### src/rtl/key_event_decoder.sv
// Single-key gesture decoder: short click, double click, long press, hold.
// Optional auto-repeat while held: define KEY_REPEAT_EN.
module key_event_decoder #(
  parameter logic [23:0] LONG_NUM   = 24'd12000000,
  parameter logic [23:0] DBL_NUM    = 24'd3600000,
  parameter logic [23:0] REPEAT_NUM = 24'd2400000
) (
  input  logic clk,
  input  logic rst_n,
  input  logic key_jit,
  output logic short_pulse,
  output logic double_pulse,
  output logic long_pulse,
  output logic key_hold,
  output logic repeat_pulse
);

  typedef enum logic [2:0] {
    IDLE,
    PRESS1,
    GAP,
    PRESS2,
    LONG
  } state_t;

  state_t      state;
  state_t      state_nx;
  logic [23:0] cnt;
  logic [23:0] cnt_nx;
  logic        sp_nx;
  logic        dp_nx;
  logic        lp_nx;

  if (LONG_NUM < 24'd2 || DBL_NUM < 24'd2 || REPEAT_NUM < 24'd2) begin : g_bad
    $error("key_event_decoder: timing parameters must be >= 2");
  end

  // Next state, counter and pulse decode; key edges win over timeouts.
  always_comb begin
    state_nx = state;
    cnt_nx   = cnt + 24'd1;
    sp_nx    = 1'b0;
    dp_nx    = 1'b0;
    lp_nx    = 1'b0;
    unique case (state)
      IDLE: begin
        cnt_nx = '0;
        if (!key_jit) state_nx = PRESS1;
      end
      PRESS1: begin
        if (key_jit) begin
          state_nx = GAP;
          cnt_nx   = '0;
        end else if (cnt == LONG_NUM - 24'd1) begin
          state_nx = LONG;
          cnt_nx   = '0;
          lp_nx    = 1'b1;
        end
      end
      GAP: begin
        if (!key_jit) begin
          state_nx = PRESS2;
          cnt_nx   = '0;
        end else if (cnt == DBL_NUM - 24'd1) begin
          state_nx = IDLE;
          cnt_nx   = '0;
          sp_nx    = 1'b1;
        end
      end
      PRESS2: begin
        if (key_jit) begin
          state_nx = IDLE;
          cnt_nx   = '0;
          dp_nx    = 1'b1;
        end else if (cnt == LONG_NUM - 24'd1) begin
          state_nx = LONG;
          cnt_nx   = '0;
          sp_nx    = 1'b1;
          lp_nx    = 1'b1;
        end
      end
      LONG: begin
        cnt_nx = '0;
        if (key_jit) state_nx = IDLE;
      end
      default: begin
        state_nx = IDLE;
        cnt_nx   = '0;
      end
    endcase
  end

  // State, counter and registered outputs.
  always_ff @(posedge clk or negedge rst_n) begin
    if (!rst_n) begin
      state        <= IDLE;
      cnt          <= '0;
      short_pulse  <= 1'b0;
      double_pulse <= 1'b0;
      long_pulse   <= 1'b0;
      key_hold     <= 1'b0;
    end else begin
      state        <= state_nx;
      cnt          <= cnt_nx;
      short_pulse  <= sp_nx;
      double_pulse <= dp_nx;
      long_pulse   <= lp_nx;
      key_hold     <= (state_nx == LONG);
    end
  end

`ifdef KEY_REPEAT_EN
  logic [23:0] rcnt;
  logic [23:0] rcnt_nx;
  logic        rp_nx;

  // Repeat timer runs only while the long press is still held.
  always_comb begin
    rcnt_nx = '0;
    rp_nx   = 1'b0;
    if (state == LONG && !key_jit) begin
      if (rcnt == REPEAT_NUM - 24'd1) rp_nx = 1'b1;
      else rcnt_nx = rcnt + 24'd1;
    end
  end

  // Repeat counter and pulse register.
  always_ff @(posedge clk or negedge rst_n) begin
    if (!rst_n) begin
      rcnt         <= '0;
      repeat_pulse <= 1'b0;
    end else begin
      rcnt         <= rcnt_nx;
      repeat_pulse <= rp_nx;
    end
  end
`else
  assign repeat_pulse = 1'b0;
`endif

endmodule

### config.mk
export PLATFORM = sky130hd
export DESIGN_NAME = key_event_decoder
export DESIGN_NICKNAME = d
export VERILOG_FILES = /design/src/rtl/key_event_decoder.sv
export SDC_FILE = /design/constraint.sdc
export NUM_CORES = 1
export LEC_CHECK = 0
export CAP_MARGIN = 20
export CORE_MARGIN = 5
export CORE_UTILIZATION = 62
export CTS_BUF_LIST = sky130_fd_sc_hd__clkbuf_4 sky130_fd_sc_hd__clkbuf_8
export CTS_CLUSTER_SIZE = 20
export DETAILED_ROUTE_END_ITERATION = 6
export PLACE_DENSITY = 0.82
export SLEW_MARGIN = 10
export SYNTH_ARGS = -nofsm -noshare
export SYNTH_HDL_FRONTEND = slang
export SYNTH_SLANG_ARGS = --single-unit
### constraint.sdc
create_clock -name clk -period 2.2 [get_ports clk]
set_clock_uncertainty 0.15 [all_clocks]
set_input_delay 0.55 -clock clk [delete_from_list [all_inputs] [get_ports clk]]
set_output_delay 0.55 -clock clk [all_outputs]
set_load 0.01 [all_outputs]
=== Yosys cells after proc, flatten, opt, wreduce, memory -nomap -nowiden ===
Cells that the tools add are included.

* Reduce and logical (&&, ||, !) cells: 2
* Equal/unequal tests: 7
* Muxes and demuxes: 21
* Add/sub/neg operators: 1

{| class="wikitable"
|+ Operators by type and width
! operator !! count
|-
| two-way mux 24 bit || 4
|-
| one-hot mux 24 bit (2 select lines) || 1
|-
| adder 24 x 1 -> 24 bit (second input constant) || 1
|-
| == test 24 x 22 -> 1 bit (second input constant) || 1
|-
| == test 24 bit (second input constant) || 1
|-
| two-way mux 3 bit || 7
|-
| one-hot mux 3 bit (5 select lines) || 1
|-
| two-way mux 1 bit || 7
|-
| == test 3 x 2 -> 1 bit (second input constant) || 2
|-
| == test 3 bit (second input constant) || 2
|-
| == test 3 x 1 -> 1 bit (second input constant) || 1
|-
| zero test 3 bit || 1
|-
| one-hot mux 1 bit (2 select lines) || 1
|-
| OR reduction 2 bit || 1
|}

* Register bits: 31
* Output and inout port bits: 5
* Input bits: 3
* Logic and storage cells: 37

=== Depth between registers and ports, before layout ===
Gate-level depths: netlist of the first run.

* Depth in word-level cells: 5
* Depth in mapped cells: 7
* Depth with buffers taken out: 5

=== Least setup slack after synthesis of the first run ===
OpenSTA, ideal clock, no wires.

* Path type: register to register
* Start: register cnt[0]
* End: register cnt[0]
* Setup time: 0.126 ns
* Stages on the path, launching flop included: 8
* Path buffers: 2
* Arrival time: 1.544 ns
* Data required time: 1.924 ns
* Period minus slack after synthesis: 1.820 ns
* Path slack: 0.380 ns
* Cell sequence: dfrtp_1 > ha_1 > and3_1 > buf_4 > nand4_4 > o21ai_1 > buf_2 > a21oi_1

* Longest elaborated chain between the ends: 4
* Elaborated cells between the ends (all ways): 8
* Those cells by class: 1 x add/sub; 2 x eq/ne; 5 x mux

{| class="wikitable"
|+ RTL lines
! item !! line !! RTL
|-
| from (decl) || 28 || <nowiki>logic [23:0] cnt;</nowiki>
|-
| from (signal assigned) || 104 || <nowiki>cnt <= cnt_nx;</nowiki>
|-
| adder 24 x 1 -> 24 bit (tied with other cells) || 41 || <nowiki>cnt_nx = cnt + 24'd1;</nowiki>
|-
| two-way mux 24 bit (on tied branches) || 54, 75, 64 ||
|-
| two-way mux 24 bit (on tied branches) || 71, 61 ||
|-
| one-hot mux 24 bit (2 select lines) * || 45 || <nowiki>unique case (state)</nowiki>
|-
| named net cnt_nx[0] || 29 || <nowiki>logic [23:0] cnt_nx;</nowiki>
|}

Mark *: on every way through the listed nets, which the timed path passes. The rest lies on a longest branch.

=== Final worst setup path of the first run ===
* Start: register cnt[0]
* End: register cnt[22]

Same word-level chain as after synthesis.

==> run summary, run 1 <==
Maximum clock insertion buffer count: 2
Min Hold Slack: 363 ps
Slowest cell on crit path: or4_1
Sequential area share after synthesis: 0.455
Post-DP HPWL: 2430 um
Gr usage total: 0.195
Final ANT Viol Nets: 0
Outcome: finished, final reports clean
Die Height: 62.4 um
Clock Sinks: 31
Max VDD drop: 0.395 mV
Cells after Synth: 163
YS warnings: 0
TNS Setup: 0 ps
Antenna violations before repair: 0
Startpoint types: flop
Cell Rows: 19
Placed Instance Area: 0.00177 mm2
Hold crit path type: flop to flop
CTS H-tree depth: 2
Pwr/cell area: 545 mW/mm2
Top cell type's share of synthesized area: 0.455
Post-Syn Area: 0.00171 mm2
Fmax: 493 MHz
RSZ-0062 raised after global routing: false
Share of layout cells above drive strength 1: 0.140
Area Overhead vs Synth: 7.26%
PnR Total Power: 0.996 mW
CP delay by family, top: simple AND/OR/NAND/NOR gates
Die area: 0.00390 mm2
CP peak stage delay: 520 ps
Via/cell ratio: 6.67
#FFs+latches synth: 31
Most common cell after layout, fill and taps aside: dfrtp_1
Die Wd: 62.4 um
WP data arrival: 2120 ps
TritonCTS buffer count: 5
Most frequent cells in the layout: dfrtp_1, a21oi_1, nand3_1
Area contributors post-synth: dfrtp_1, xor2_1, a22oi_1
First-iteration detailed-routing DRC count: 66
Port bufs: 6
# Post-CTS Setup Buffers: 0
CTS tree: done
Fin crit period: 2030 ps
Kind of critical path: flop to flop
Syn_nets: 167
Maxcap violations: 0
Worst Path Buf+Inv: 0
Number of synthesized flops with an enable pin: 0
Yosys cell types: 45
Via count: 1355
Worst setup EP type: flop
Drt first pass iters: 4
Worst path cell trace: ha_1 > and3_1 > nand2_4 > or4_1 > a22oi_1
Clock root buffer master: clkbuf_4
Antenna diodes: 0
IO Pins: 8
Worst skew pair latency: 330 ps
WL/cell: 17.0 um
Prevailing post-synth register cell: dfrtp_1
Final period util: 0.922
Final Slew Violations: 0
Routed WL: 3460 um
Largest net degree at the start of global routing: 32
Gpl congestion: 0.827
Global-route wire length before repair: 6040 um
Core Area: 0.00269 mm2
Count of final setup violators: 0
Cts repair resizes: 0
Starting density of the core: 0.635
GR Overflow Total: 0
Synthesized area per cell: 10.5 um2
Post-synth top area cell: dfrtp_1
Hold violation count in the final report: 0
Pleak: 0.763 nW
Hold buffers post-CTS: 0
Critical Path RT: 2290 ps
Clock-pin slew on the worst setup and hold paths: 90 ps
Fin nets: 175
Drt drc: 0
Post-route cell area: 0.00183 mm2
Vias in the first global route: 1308
# fillers: 215
CP max FO: 10
Post-synth ARST share: 1.00
path summary, 6_finish.rpt:
path / startpoint / end / slack, ps / depth (start not counted)
worst max-delay path: cnt[0]$_DFF_PN0_ / cnt[22]$_DFF_PN0_ / 170 / 5
worst min-delay path: cnt[0]$_DFF_PN0_ / cnt[0]$_DFF_PN0_ / 360 / 1
worst max register to register: cnt[0]$_DFF_PN0_ / cnt[22]$_DFF_PN0_ / 170 / 5
worst min register to register: cnt[0]$_DFF_PN0_ / cnt[0]$_DFF_PN0_ / 360 / 1
max in group asynchronous: rst_n / cnt[8]$_DFF_PN0_ / 1170 / 2
min in group asynchronous: rst_n / cnt[4]$_DFF_PN0_ / 450 / 2
layer usage:
metal,track usage,vias up,part of all wire
met4,0.0557,0,0.0090
met3,0.0647,4,0.050
met1,0.238,679,0.42
met5,0,-,0
met2,0.328,30,0.52
li1,-,642,-
cell families (layout without fill, tap and decap cells):
| kind of cell | after synthesis | count (layout) | synth area share |
|---|---|---|---|
| AOI/OAI and AO/OA | 42 | 42 | 0.165 |
| other | 1 | 1 | 0.00220 |
| adders and majority gates | 1 | 1 | 0.00734 |
| and+or+nand+nor | 64 | 64 | 0.263 |
| buffers and inverters | 12 | 21 | 0.0455 |
| DFF | 31 | 31 | 0.455 |
| xor gates and xnor gates | 12 | 12 | 0.0616 |
sequential cells by signal, summed over array words and instances, names as in the netlist:
name,cells
cnt,24
double_pulse,1
key_hold,1
long_pulse,1
short_pulse,1
state,3
area by class of cell:
| cell class | count | area, um2 | share of cell area |
|---|---|---|---|
| clock buffer | 7 | 52.6 | 0.0287 |
| clock inverter | 1 | 5.00 | 0.00274 |
| inverter | 2 | 7.51 | 0.00410 |
| multi-input combinational | 120 | 852 | 0.466 |
| sequential | 31 | 776 | 0.424 |
| tap | 31 | 38.8 | 0.0212 |
| timing repair buffer | 11 | 97.6 | 0.0534 |
power by group:
| part | switching (mW) | total, mW | internal (mW) |
|---|---|---|---|
| clock | 0.185 | 0.334 | 0.149 |
| sequential | 0.0114 | 0.592 | 0.580 |
| combinational | 0.0470 | 0.0699 | 0.0230 |
through the flow:
step / setup slack (ps) / util / instances
after global routing: 21.2 / 0.681 / 203
final: 171 / 0.681 / 203
after CTS: 178 / 0.681 / 203
after detailed placement: 115 / 0.660 / 195
after floorplan: 380 / - / 163
after global placement: 172 / 0.660 / 195
Yosys cell counts (4+ instances only):
| cell | instances |
|---|---|
| a21oi_1 | 13 |
| a22oi_1 | 9 |
| and3_1 | 5 |
| buf_4 | 6 |
| dfrtp_1 | 31 |
| nand2_1 | 5 |
| nand3_1 | 10 |
| nand4_1 | 7 |
| nor2_1 | 6 |
| o31ai_1 | 7 |
| or3_1 | 4 |
| or4_1 | 6 |
| xnor2_1 | 4 |
| xor2_1 | 8 |
Note: power is estimated with default switching activity, not from simulation.
==> inputs of run 2 (changes only) <==
--- a/config.mk
+++ b/config.mk
@@ -11,6 +11,7 @@
 export CTS_BUF_LIST = sky130_fd_sc_hd__clkbuf_4 sky130_fd_sc_hd__clkbuf_8
 export CTS_CLUSTER_SIZE = 20
 export DETAILED_ROUTE_END_ITERATION = 6
+export MAX_ROUTING_LAYER = met4
 export PLACE_DENSITY = 0.82
 export SLEW_MARGIN = 10
 export SYNTH_ARGS = -nofsm -noshare
==> run 2 against run 1 <==
  * Count of clock-buffer cells in the layout stayed put
  * Non-clock buffer count stayed put
  * Utilization stayed put
  * Via count is 1.0% lower
  * First-iteration DRC count is 17% higher
  * Maximum frequency is 0.21% higher
  * Total power is 0.13% lower
  * Sequential power hardly changed
  * Die area stayed put
  * Highest routed layer unchanged
==> run summary, run 2 (synthesis gave the netlist of run 1 again) <==
Cell Rows: 19 (unchanged)
Pleak: 0.763 nW (unchanged)
Hold Path End: cnt[0]$_DFF_PN0_
Vias in the first global route: 1308 (unchanged)
GR Overflow Total: 0 (unchanged)
Largest register by flop count: cnt
Drt first pass iters: 4 (unchanged)
PnR Total Power: 0.995 mW (-0.13%)
Pwr/cell area: 544 mW/mm2 (-0.13%)
Most frequent cells in the layout: dfrtp_1, a21oi_1, nand3_1
# Post-CTS Setup Buffers: 0 (unchanged)
Core Area: 0.00269 mm2 (unchanged)
Maxcap violations: 0 (unchanged)
Gr usage total: 0.200 (+0.00510)
Global-route wire length before repair: 6020 um (-0.35%)
CP max FO: 6 (-4)
Clock Sinks: 31 (unchanged)
Die area: 0.00390 mm2 (unchanged)
Starting density of the core: 0.635 (unchanged)
Port bufs: 6 (unchanged)
Hold buffers post-CTS: 0 (unchanged)
Maximum clock insertion buffer count: 2 (unchanged)
Share of layout cells above drive strength 1: 0.140 (unchanged)
Count of final setup violators: 0 (unchanged)
Kind of critical path: flop to flop
Min-delay src: cnt[0]$_DFF_PN0_
Multi-input gate area: 852 um2 (unchanged)
# fillers: 215 (unchanged)
First-iteration detailed-routing DRC count: 77 (+17%)
Fmax: 494 MHz (+0.21%)
Die Wd: 62.4 um (unchanged)
TNS Setup: 0 ps (unchanged)
Area Overhead vs Synth: 7.26% (unchanged)
Hold Path Stages: 1 (unchanged)
Most common cell after layout, fill and taps aside: dfrtp_1
Clock root buffer master: clkbuf_4
Clock-pin slew on the worst setup and hold paths: 90 ps (about the same)
Fin crit period: 2030 ps (-4.24 ps)
Antenna diodes: 0 (unchanged)
Max reg flops: 24 (unchanged)
Die Height: 62.4 um (unchanged)
Drt drc: 0 (unchanged)
Hold violation count in the final report: 0 (unchanged)
Via/cell ratio: 6.61 (-1.0%)
Outcome: finished, final reports clean
TritonCTS buffer count: 5 (unchanged)
WP data arrival: 2130 ps (about the same)
R2r setup slk: 170 ps (about the same)
CTS tree: done
Reg-to-Reg Start: cnt[0]$_DFF_PN0_
Final period util: 0.921 (-0.00193)
RSZ-0062 raised after global routing: false
Placed Instance Area: 0.00177 mm2 (unchanged)
Reg2reg path depth: 5 (unchanged)
Startpoint types: flop
Fin nets: 175 (unchanged)
Antenna violations before repair: 0 (unchanged)
FF+latch area: 776 um2 (unchanged)
Post-DP HPWL: 2430 um (unchanged)
WL/cell: 17.0 um (about the same)
Post-route cell area: 0.00183 mm2 (unchanged)
Worst skew pair latency: 330 ps (about the same)
Routed WL: 3460 um (about the same)
Capturing point of the worst reg2reg path: short_pulse$_DFF_PN0_
Largest registers: cnt: 24 flops, state: 3 flops
Max VDD drop: 0.394 mV (about the same)
Largest net degree at the start of global routing: 32 (unchanged)
Cts repair resizes: 0 (unchanged)
Via count: 1341 (-1.0%)
Gpl congestion: 0.839 (+1.5%)
IO Pins: 8 (unchanged)
Critical Path RT: 2310 ps (+20 ps)
Final Slew Violations: 0 (unchanged)
Worst setup EP type: flop
Final ANT Viol Nets: 0 (unchanged)
Hold crit path type: flop to flop
CTS H-tree depth: 2 (unchanged)
-- run 2: report_power, final --
group | switching, mW | internal, mW
clock network | 0.184 | 0.149
registers | 0.0116 | 0.580
logic | 0.0465 | 0.0230
total | 0.243 | 0.752
-- run 2: final cells by class --
type | count | share of cell area
clock buffer | 7 | 0.0287
clock inverter | 1 | 0.00274
inverter | 2 | 0.00410
multi-input combinational | 120 | 0.466
sequential | 31 | 0.424
tap | 31 | 0.0212
timing repair buffer | 11 | 0.0534
-- run 2: worst max-delay path, stage by stage (launching register included) --
cell     delay [ps]
dfrtp_1         430
ha_1            220
and3_1          320
nand4_4         160
or4b_4          560
a21oi_2         130
-- run 2: how the worst max path moves through the flow --
stage / startpoint / to / slack (ps) / cells past startpoint
floorplan: cnt[0]$_DFF_PN0_ / cnt[0]$_DFF_PN0_ / 380 / 7
detailed placement: key_jit / cnt[20]$_DFF_PN0_ / 110 / 6
CTS: cnt[0]$_DFF_PN0_ / short_pulse$_DFF_PN0_ / 180 / 5
global route: cnt[0]$_DFF_PN0_ / cnt[22]$_DFF_PN0_ / 20 / 5
finish: cnt[0]$_DFF_PN0_ / short_pulse$_DFF_PN0_ / 170 / 5
global placement: key_jit / short_pulse$_DFF_PN0_ / 170 / 4
-- run 2: per-layer routing --
| metal | up-vias | share of wire | global-route usage |
|---|---|---|---|
| met3 | 5 | 0.057 | 0.0647 |
| met4 | 0 | 0.0098 | 0.0557 |
| met5 | - | 0 | - |
| met1 | 664 | 0.41 | 0.237 |
| met2 | 30 | 0.52 | 0.328 |
| li1 | 642 | - | - |
-- run 2: metrics by stage --
| step | instances | setup slack, ps | util | hold WS (ps) |
|---|---|---|---|---|
| 6_report | 203 | 175 | 0.681 | 371 |
| 5_1_grt | 203 | 24.8 | 0.681 | 394 |
| 4_1_cts | 203 | 178 | 0.681 | 365 |
| 3_5_place_dp | 195 | 115 | 0.660 | 352 |
| 3_3_place_gp | 195 | 172 | 0.660 | 333 |
| 2_1_floorplan | 163 | 380 | - | 104 |
==> inputs of run 3 (changes only) <==
--- a/config.mk
+++ b/config.mk
@@ -7,12 +7,13 @@
 export LEC_CHECK = 0
 export CAP_MARGIN = 20
 export CORE_MARGIN = 5
-export CORE_UTILIZATION = 62
+export CORE_UTILIZATION = 65
 export CTS_BUF_LIST = sky130_fd_sc_hd__clkbuf_4 sky130_fd_sc_hd__clkbuf_8
 export CTS_CLUSTER_SIZE = 20
 export DETAILED_ROUTE_END_ITERATION = 6
+export DONT_BUFFER_PORTS = 1
 export MAX_ROUTING_LAYER = met4
-export PLACE_DENSITY = 0.82
+export PLACE_DENSITY = 0.81
 export SLEW_MARGIN = 10
 export SYNTH_ARGS = -nofsm -noshare
 export SYNTH_HDL_FRONTEND = slang
==> run 3 against run 2 <==
  * Via count decreased by 1.7%
  * Sequential power about the same
  * Utilization rose by 3.3 points
  * Critical path depth unchanged
  * Register-to-register slack gained 30 ps
  * Maximum frequency is 1.5% higher
  * Non-clock buffer count decreased by 5
  * Count of clock-buffer cells in the layout down 2
  * Critical endpoint is now cnt[22]$_DFF_PN0_
==> run summary, run 3 (synthesis gave the netlist of run 1 again) <==
Outcome: finished, final reports clean
CP max FO: 10 (+4)
Pleak: 0.750 nW (-1.8%)
Port bufs: 0 (-6)
Hold crit path type: input port to flop
WL/cell: 16.8 um (-1.3%)
Cell Count, Final, Fillers Out: 197 (-3.0%)
Post-route cell area: 0.00179 mm2 (-2.4%)
Area Overhead vs Synth: 4.70%
Kind of critical path: flop to flop
Worst Path Buf+Inv: 0 (unchanged)
First-iteration detailed-routing DRC count: 116 (+51%)
IO Pins: 8 (unchanged)
Largest net degree at the start of global routing: 32 (unchanged)
Slowest cell on crit path: or4_1
TritonCTS buffer count: 5 (unchanged)
Startpoint types: flop
Fmax: 501 MHz (+1.5%)
Placed Instance Area: 0.00170 mm2 (-3.9%)
Core Area: 0.00250 mm2 (-6.9%)
RSZ-0062 raised after global routing: false
Clock-pin slew on the worst setup and hold paths: 100 ps (about the same)
Largest register by flop count: cnt
Die Height: 61.2 um (-2.0%)
TNS Setup: 0 ps (unchanged)
Clock root buffer master: clkbuf_4
Drt drc: 0 (unchanged)
GR Overflow Total: 0 (unchanged)
Final ANT Viol Nets: 0 (unchanged)
Via/cell ratio: 6.69 (+1.3%)
Fin crit period: 2000 ps (-29.1 ps)
Routed WL: 3310 um (-4.3%)
Worst path cell trace: ha_1 > and3_1 > nand2_4 > or4_1 > a22oi_1
Final Slew Violations: 0 (unchanged)
Maxcap violations: 0 (unchanged)
Max reg flops: 24 (unchanged)
Starting density of the core: 0.682 (+0.0473)
CTS H-tree depth: 2 (unchanged)
Antenna violations before repair: 0 (unchanged)
Final period util: 0.907 (-0.0132)
CTS tree: done
Post-DP HPWL: 2280 um (-6.4%)
Critical Path RT: 2300 ps (about the same)
WP data arrival: 2100 ps (-30 ps)
Pwr/cell area: 545 mW/mm2 (+0.12%)
Most frequent cells in the layout: dfrtp_1, a21oi_1, nand3_1
Worst slack, placed: 243 ps (+128 ps)
Most common cell after layout, fill and taps aside: dfrtp_1
Worst setup EP type: flop
CP peak stage delay: 530 ps (-30 ps)
Die area: 0.00375 mm2 (-3.9%)
Count of final setup violators: 0 (unchanged)
Global-route wire length before repair: 5550 um (-7.9%)
Gpl congestion: 0.887 (+5.7%)
Share of layout cells above drive strength 1: 0.144 (+0.00418)
Gr usage total: 0.206 (+0.00598)
Clock Sinks: 31 (unchanged)
Antenna diodes: 0 (unchanged)
Cell Rows: 18 (-1)
Max VDD drop: 0.488 mV (+24%)
Maximum clock insertion buffer count: 2 (unchanged)
CP delay by family, top: simple AND/OR/NAND/NOR gates
Final setup margin: 204 ps (+29.1 ps)
Min Hold Slack: 180 ps (-191 ps)
Largest registers: cnt: 24 flops, state: 3 flops
Vias in the first global route: 1231 (-5.9%)
Via count: 1318 (-1.7%)
# Post-CTS Setup Buffers: 0 (unchanged)
Dpl cells: 187 (-4.1%)
Fin nets: 170 (-2.9%)
Die Wd: 61.2 um (-2.0%)
Drt first pass iters: 4 (unchanged)
Worst skew pair latency: 340 ps (about the same)
Hold violation count in the final report: 0 (unchanged)
-- run 3: changes by cell type in the layout (fill, tap and decap cells not counted), sizes merged --
cell	delta
clkbuf	-2
dlygate4sd3	+1
clkdlybuf4s50	-6
clkinv	+2
-- run 3: final timing paths --
check,slack [ps],depth (start not counted),endpoint,from
max,200,5,cnt[22]$_DFF_PN0_,cnt[0]$_DFF_PN0_
min,180,2,double_pulse$_DFF_PN0_,key_jit
max reg2reg,200,5,cnt[22]$_DFF_PN0_,cnt[0]$_DFF_PN0_
min reg2reg,380,1,long_pulse$_DFF_PN0_,state[2]$_DFF_PN0_
max in group asynchronous,1230,2,cnt[17]$_DFF_PN0_,rst_n
min in group asynchronous,500,2,cnt[11]$_DFF_PN0_,rst_n
-- run 3: metrics by stage --
stage	power, mW	util
after floorplan	0.642	-
after detailed placement	0.653	0.681
after global placement	0.649	0.681
final	0.972	0.714
after CTS	0.983	0.714
after global routing	1.01	0.714
-- run 3: where the power goes --
part	internal [mW]	switching, mW
sequential	0.580	0.0119
combinational	0.0200	0.0457
clock	0.119	0.196
total	0.719	0.253
-- run 3: routing by layer --
layer | GRT usage | routed length [um] | up-vias
met5 | - | 0 | -
met2 | 0.329 | 1590 | 29
met3 | 0.0650 | 154 | 5
li1 | - | - | 629
met4 | 0.0619 | 48 | 0
met1 | 0.249 | 1510 | 655
-- run 3: area by class of cell --
| type | count | area [um2] |
|---|---|---|
| clock buffer | 5 | 37.5 |
| clock inverter | 3 | 15.0 |
| sequential | 31 | 776 |
| multi-input combinational | 120 | 852 |
| timing repair buffer | 6 | 60.1 |
| inverter | 2 | 7.51 |
| fill | 180 | 714 |
| tap | 30 | 37.5 |
-- run 3: repair_timing --
item                      in CTS  in global routing
hold endpoints to repair      31                  0
hold buffers                   2                  0
gates resized for setup        0                  0
